$ cat src/rtl/cfg_pkg.sv
`default_nettype none
// ============================================================================
// Module      : cfg_pkg
// Description : Shared sizing helpers and constants for config-chain mux trees.
// Revision    : 1.0 - initial release
// ============================================================================
package cfg_pkg;

    localparam logic MUX_CONST_PAD = 1'b1;

    function automatic int clog2(input int value);
        int r;
        for (r = 0; (1 << r) < value; r++) begin
        end
        return r;
    endfunction

    // Select code that routes data input i of an n-input tree to the output.
    function automatic int sel_code(input int i, input int n);
        return (1 << clog2(n + 1)) - 1 - i;
    endfunction

endpackage
`default_nettype wire

$ cat src/rtl/mux_tree_core.sv
`default_nettype none
// ============================================================================
// Module      : mux_tree_core
// Description : Combinational 2:1 mux tree with constant-1 padded leaves.
// Revision    : 1.0 - initial release
// ============================================================================
module mux_tree_core
    import cfg_pkg::*;
#(
    parameter int N_IN = 14
) (
    input  logic [N_IN-1:0]          in,
    input  logic [clog2(N_IN+1)-1:0] sel,
    output logic                     out
);

    localparam int L        = clog2(N_IN + 1);
    localparam int c_n_leaf = 1 << L;

    // Level 0 holds the leaves; level k has 2^(L-k) nodes steered by sel[k-1].
    for (genvar k = 0; k <= L; k++) begin : g_level
        logic [(1 << (L - k))-1:0] w_lvl;
        if (k == 0) begin : g_leaves
            assign w_lvl = {{(c_n_leaf - N_IN){MUX_CONST_PAD}}, in};
        end else begin : g_row
            for (genvar j = 0; j < (1 << (L - k)); j++) begin : g_mux2
                assign w_lvl[j] = sel[k-1] ? g_level[k-1].w_lvl[2*j]
                                           : g_level[k-1].w_lvl[2*j+1];
            end
        end
    end

    logic w_buf4;
    assign w_buf4 = g_level[L].w_lvl[0];
    assign out    = w_buf4;

endmodule
`default_nettype wire

$ cat src/rtl/mux_tree_ccff_cfg.sv
`default_nettype none
// ============================================================================
// Module      : mux_tree_ccff_cfg
// Description : Routing mux tree with serial shadow/active select registers.
// Revision    : 1.0 - initial release
// ============================================================================
module mux_tree_ccff_cfg
    import cfg_pkg::*;
#(
    parameter int N_IN       = 14,
    parameter int OUT_REG    = 0,
    parameter int LOAD_CHECK = 1
) (
    input  logic                     prog_clk,
    input  logic                     prog_rst_n,
    input  logic [N_IN-1:0]          in,
    input  logic                     ccff_head,
    input  logic                     ccff_shift_en,
    output logic                     ccff_tail,
    input  logic                     cfg_commit,
    output logic [clog2(N_IN+1)-1:0] cfg_active,
    output logic                     cfg_valid,
    output logic                     cfg_err,
    output logic                     out
);

    localparam int                 L          = clog2(N_IN + 1);
    localparam int                 c_cnt_w    = clog2(L + 1);
    localparam logic [c_cnt_w-1:0] c_cnt_full = c_cnt_w'(L);

    logic [L-1:0]       r_shadow;
    logic [L-1:0]       r_active;
    logic [c_cnt_w-1:0] r_count;
    logic               r_valid;
    logic               r_err;
    logic               w_accept;
    logic [c_cnt_w-1:0] w_count_nxt;
    logic               w_mux;

    assign w_accept = cfg_commit && ((LOAD_CHECK == 0) || (r_count == c_cnt_full));

    // An accepted commit restarts the count, crediting a same-cycle shift.
    always_comb begin
        w_count_nxt = r_count;
        if (w_accept) begin
            w_count_nxt = ccff_shift_en ? c_cnt_w'(1) : '0;
        end else if (ccff_shift_en && (r_count != c_cnt_full)) begin
            w_count_nxt = r_count + c_cnt_w'(1);
        end
    end

    always_ff @(posedge prog_clk) begin
        if (!prog_rst_n) begin
            r_shadow <= '0;
            r_active <= '0;
            r_count  <= '0;
            r_valid  <= 1'b0;
            r_err    <= 1'b0;
        end else begin
            r_err   <= cfg_commit & ~w_accept;
            r_count <= w_count_nxt;
            if (ccff_shift_en) begin
                r_shadow <= {ccff_head, r_shadow[L-1:1]};
            end
            if (w_accept) begin
                r_active <= r_shadow;
                r_valid  <= 1'b1;
            end
        end
    end

    mux_tree_core #(
        .N_IN (N_IN)
    ) u_core (
        .in  (in),
        .sel (r_active),
        .out (w_mux)
    );

    if (OUT_REG != 0) begin : g_out_reg
        logic r_out;
        always_ff @(posedge prog_clk) begin
            if (!prog_rst_n) begin
                r_out <= 1'b1;
            end else begin
                r_out <= w_mux;
            end
        end
        assign out = r_out;
    end else begin : g_out_comb
        assign out = w_mux;
    end

    assign ccff_tail  = r_shadow[0];
    assign cfg_active = r_active;
    assign cfg_valid  = r_valid;
    assign cfg_err    = r_err;

endmodule
`default_nettype wire

$ cat config.mk
export PLATFORM = sky130hd
export DESIGN_NAME = mux_tree_ccff_cfg
export DESIGN_NICKNAME = d
export VERILOG_FILES = /design/src/rtl/cfg_pkg.sv /design/src/rtl/mux_tree_core.sv /design/src/rtl/mux_tree_ccff_cfg.sv
export SDC_FILE = /design/constraint.sdc
export NUM_CORES = 1
export LEC_CHECK = 0
export CAP_MARGIN = 10
export CORE_UTILIZATION = 44
export CTS_BUF_LIST = sky130_fd_sc_hd__clkbuf_16
export DETAILED_ROUTE_END_ITERATION = 8
export GPL_TIMING_DRIVEN = 1
export HOLD_SLACK_MARGIN = 0.1
export PLACE_DENSITY = 0.81
export SYNTH_ARGS = -nofsm -noshare
export SYNTH_HDL_FRONTEND = slang
export SYNTH_SLANG_ARGS = --single-unit
$ cat constraint.sdc
create_clock -name prog_clk -period 3.6 [get_ports prog_clk]
set_clock_uncertainty 0.15 [all_clocks]
set_input_delay 0.9 -clock prog_clk [delete_from_list [all_inputs] [get_ports prog_clk]]
set_output_delay 0.9 -clock prog_clk [all_outputs]
set_load 0.05 [all_outputs]
==> qor.txt <==
outcome: complete, no violations
RSZ-0062 raised after global routing: no
root buf cell: clkbuf_16
top-area cell type share of the netlist area: 39.0%
multi-input logic area: 384 um2
via/cell ratio: 5.28
CP Launch Type: input port
Post-Synthesis Cells: 63
Slew headroom: 65.0%
min-delay src: cfg_valid$_SDFFE_PN0P_
final worst path period share: 96.7%
Antenna diodes: 0
RR Startpoint: r_count[0]$_SDFFE_PN0P_
crit path cell chain: clkdlybuf4s50_1 -> mux4_1 -> mux2_2 -> a22o_1 -> buf_4
Final Power: 0.399 mW
syn_nets: 84
WL/cell: 13.4 um
Clock H-tree levels: 1
first-pass GRT wire length: 1.91 mm
# Post-CTS Setup Buffers: 0
Worst path max stage delay: 0.50 ns
clk sink count: 13
Synth area leader: dfxtp_1
# hold bufs at CTS: 0
nets: 112
Crit. Startpoint: in[4]
drt pass-1 iters: 3
worst skew pair latency: 0.24 ns
worst slew pin tran: 0.523 ns
routed vias: 554
FP Rows: 13
synth unique cells: 24
Crit. End Element: output port
Tmin final: 3.48 ns
Max Fanout on Critical Path: 1
core box area: 1350 um2
drt total wl: 1.41 mm
clock slew at reported path FFs: 0.04 ns
syn avg cell area: 10.6 um2
CP max-delay cell: mux4_1
Die W: 41.0 um
vias in the first global route: 429
WP data required: 2.55 ns
most area-consuming cells after synthesis: dfxtp_1 (39%), mux2i_1 (13%), mux4_1 (12%)
Arrival @ worst endpoint: 2.43 ns
Total Routing Usage GR: 18.8%
number of remaining DRC errors: 0
Hold Vio Cnt, Final: 0
Fin Setup TNS: 0 ns
CTS resizes: 0
pwr/cell area: 395 nW/um2
# fillers: 91
Final ANT Viol Nets: 0
initial DRC count: 13
leak pwr: 0.382 nW
Synth-to-Final Area Change: 51.3%
Die Ht: 41.0 um
Storage cell area: 260 um2
total gr overflow: 0
r2r setup slk: 1.85 ns
fin. max-slew vios: 0
netlist area before placement: 668 um2
Initial Utilization: 49.5%
die area: 1680 um2
CTS buffer count: 3
CTS tree: yes
GP Congestion: 0.624
port bufs: 26
max cap viols: 0
register area share after synthesis: 39.0%
pin count of the biggest net entering global routing: 14
kind of critical path: input port to output port
# IOs: 27
Hold/Removal Path Class: flop to flop
#FFs+latches synth: 13
post-DP HPWL: 1.05 mm
final setup fails: 0
antenna violations before repair: 0
CTS max path bufs: 2
Peak Freq: 287 MHz
peak supply drop: 418 uV
share of cells above drive strength 1: 5.56%
number of synthesis warnings: 0
==> synthesized netlist by cell type (all sizes together) <==
master and number:
or3 1, inv 3, nand3 1, nand2b 1, a22o 1, o21a 2
and3 1, mux2i 9, a31oi 1, a211oi 1, a21oi 2, nand2 3
buf 1, nor2b 8, clkbuf 2, a21boi 2, nor2 1, dfxtp 13
mux4 3, mux2 1, nand3b 1, ha 2, o211a 1, o21ai 2
==> sequential cells by signal, indices dropped and copies added (netlist names) <==
name and count:
cfg_active 4, cfg_err 1, cfg_valid 1, r_count 3
r_shadow 4
==> layout make-up <==
class	count	share of cell area (%)
multi-input cells	44	38.0
flip-flops and latches	13	25.7
clock buffers	3	7.43
well taps	15	1.86
clock inverters	1	0.371
repair buffers	26	25.5
inverters	3	1.11
==> where the power goes <==
part / total (mW) / internal, mW / switching (mW)
clock: 0.203 / 0.146 / 0.0573
sequential: 0.151 / 0.149 / 0.00271
combinational: 0.0443 / 0.0285 / 0.0158
total: 0.399 / 0.323 / 0.0759
==> cells in the final DEF (no fill, tap or decap), types with 2 or more instances in the layout <==
cell type / synthesis / layout
nand2_1: 3 / 3
inv_1: 3 / 4
clkdlybuf4s50_1: 0 / 25
o21a_1: 2 / 2
dfxtp_1: 13 / 13
ha_1: 2 / 2
clkbuf_16: 0 / 3
mux4_1: 3 / 3
o21ai_0: 2 / 2
mux2i_1: 9 / 9
a21boi_0: 2 / 2
a21oi_1: 2 / 2
nor2b_1: 8 / 8
==> through the flow <==
step                instance area (um2)  std cells  setup WS [ns]  utilization (%)  hold slack, ns
global placement                    932        101          0.161             69.0           0.297
detailed placement                  932        101          0.112             69.0           0.305
floorplan                           668         63          0.567                -           0.315
finish                             1010        105          0.118             74.9           0.310
CTS                                1010        105          0.112             74.9           0.315
global route                       1010        105         0.0831             74.9           0.324
==> routing by layer <==
metal	share of wire [%]	vias to the layer above	wire, um	track usage, %
met3	4.2	2	59	9.78
met5	0	-	0	0
met1	47	261	666	25.2
li1	-	283	-	-
met2	48	8	677	25.0
met4	0.64	0	9	7.50
==> path summary, 6_finish.rpt <==
path,cells past startpoint,endpoint
max,5,out
min,1,cfg_valid$_SDFFE_PN0P_
max reg2reg,5,r_count[1]$_SDFFE_PN0P_
min reg2reg,1,cfg_valid$_SDFFE_PN0P_
==> cells by family (layout without fill, tap and decap cells) <==
kind of cell | after synthesis | after routing | share of synthesized area, %
AND/OR/NAND/NOR | 17 | 17 | 14.4
multiplexers | 13 | 13 | 27.0
flip-flops | 13 | 13 | 39.0
AO/OA/AOI/OAI | 12 | 12 | 12.4
buffers and inverters | 6 | 33 | 3.56
adder cells (fa/ha/maj) | 2 | 2 | 3.74
==> critical path: cells and delay by family <==
kind	cells	cell delay (ns)
AO/OA/AOI/OAI	1	0.18
buffers and inverters	2	0.58
multiplexers	2	0.77
Note: power is estimated with default switching activity, not from simulation.
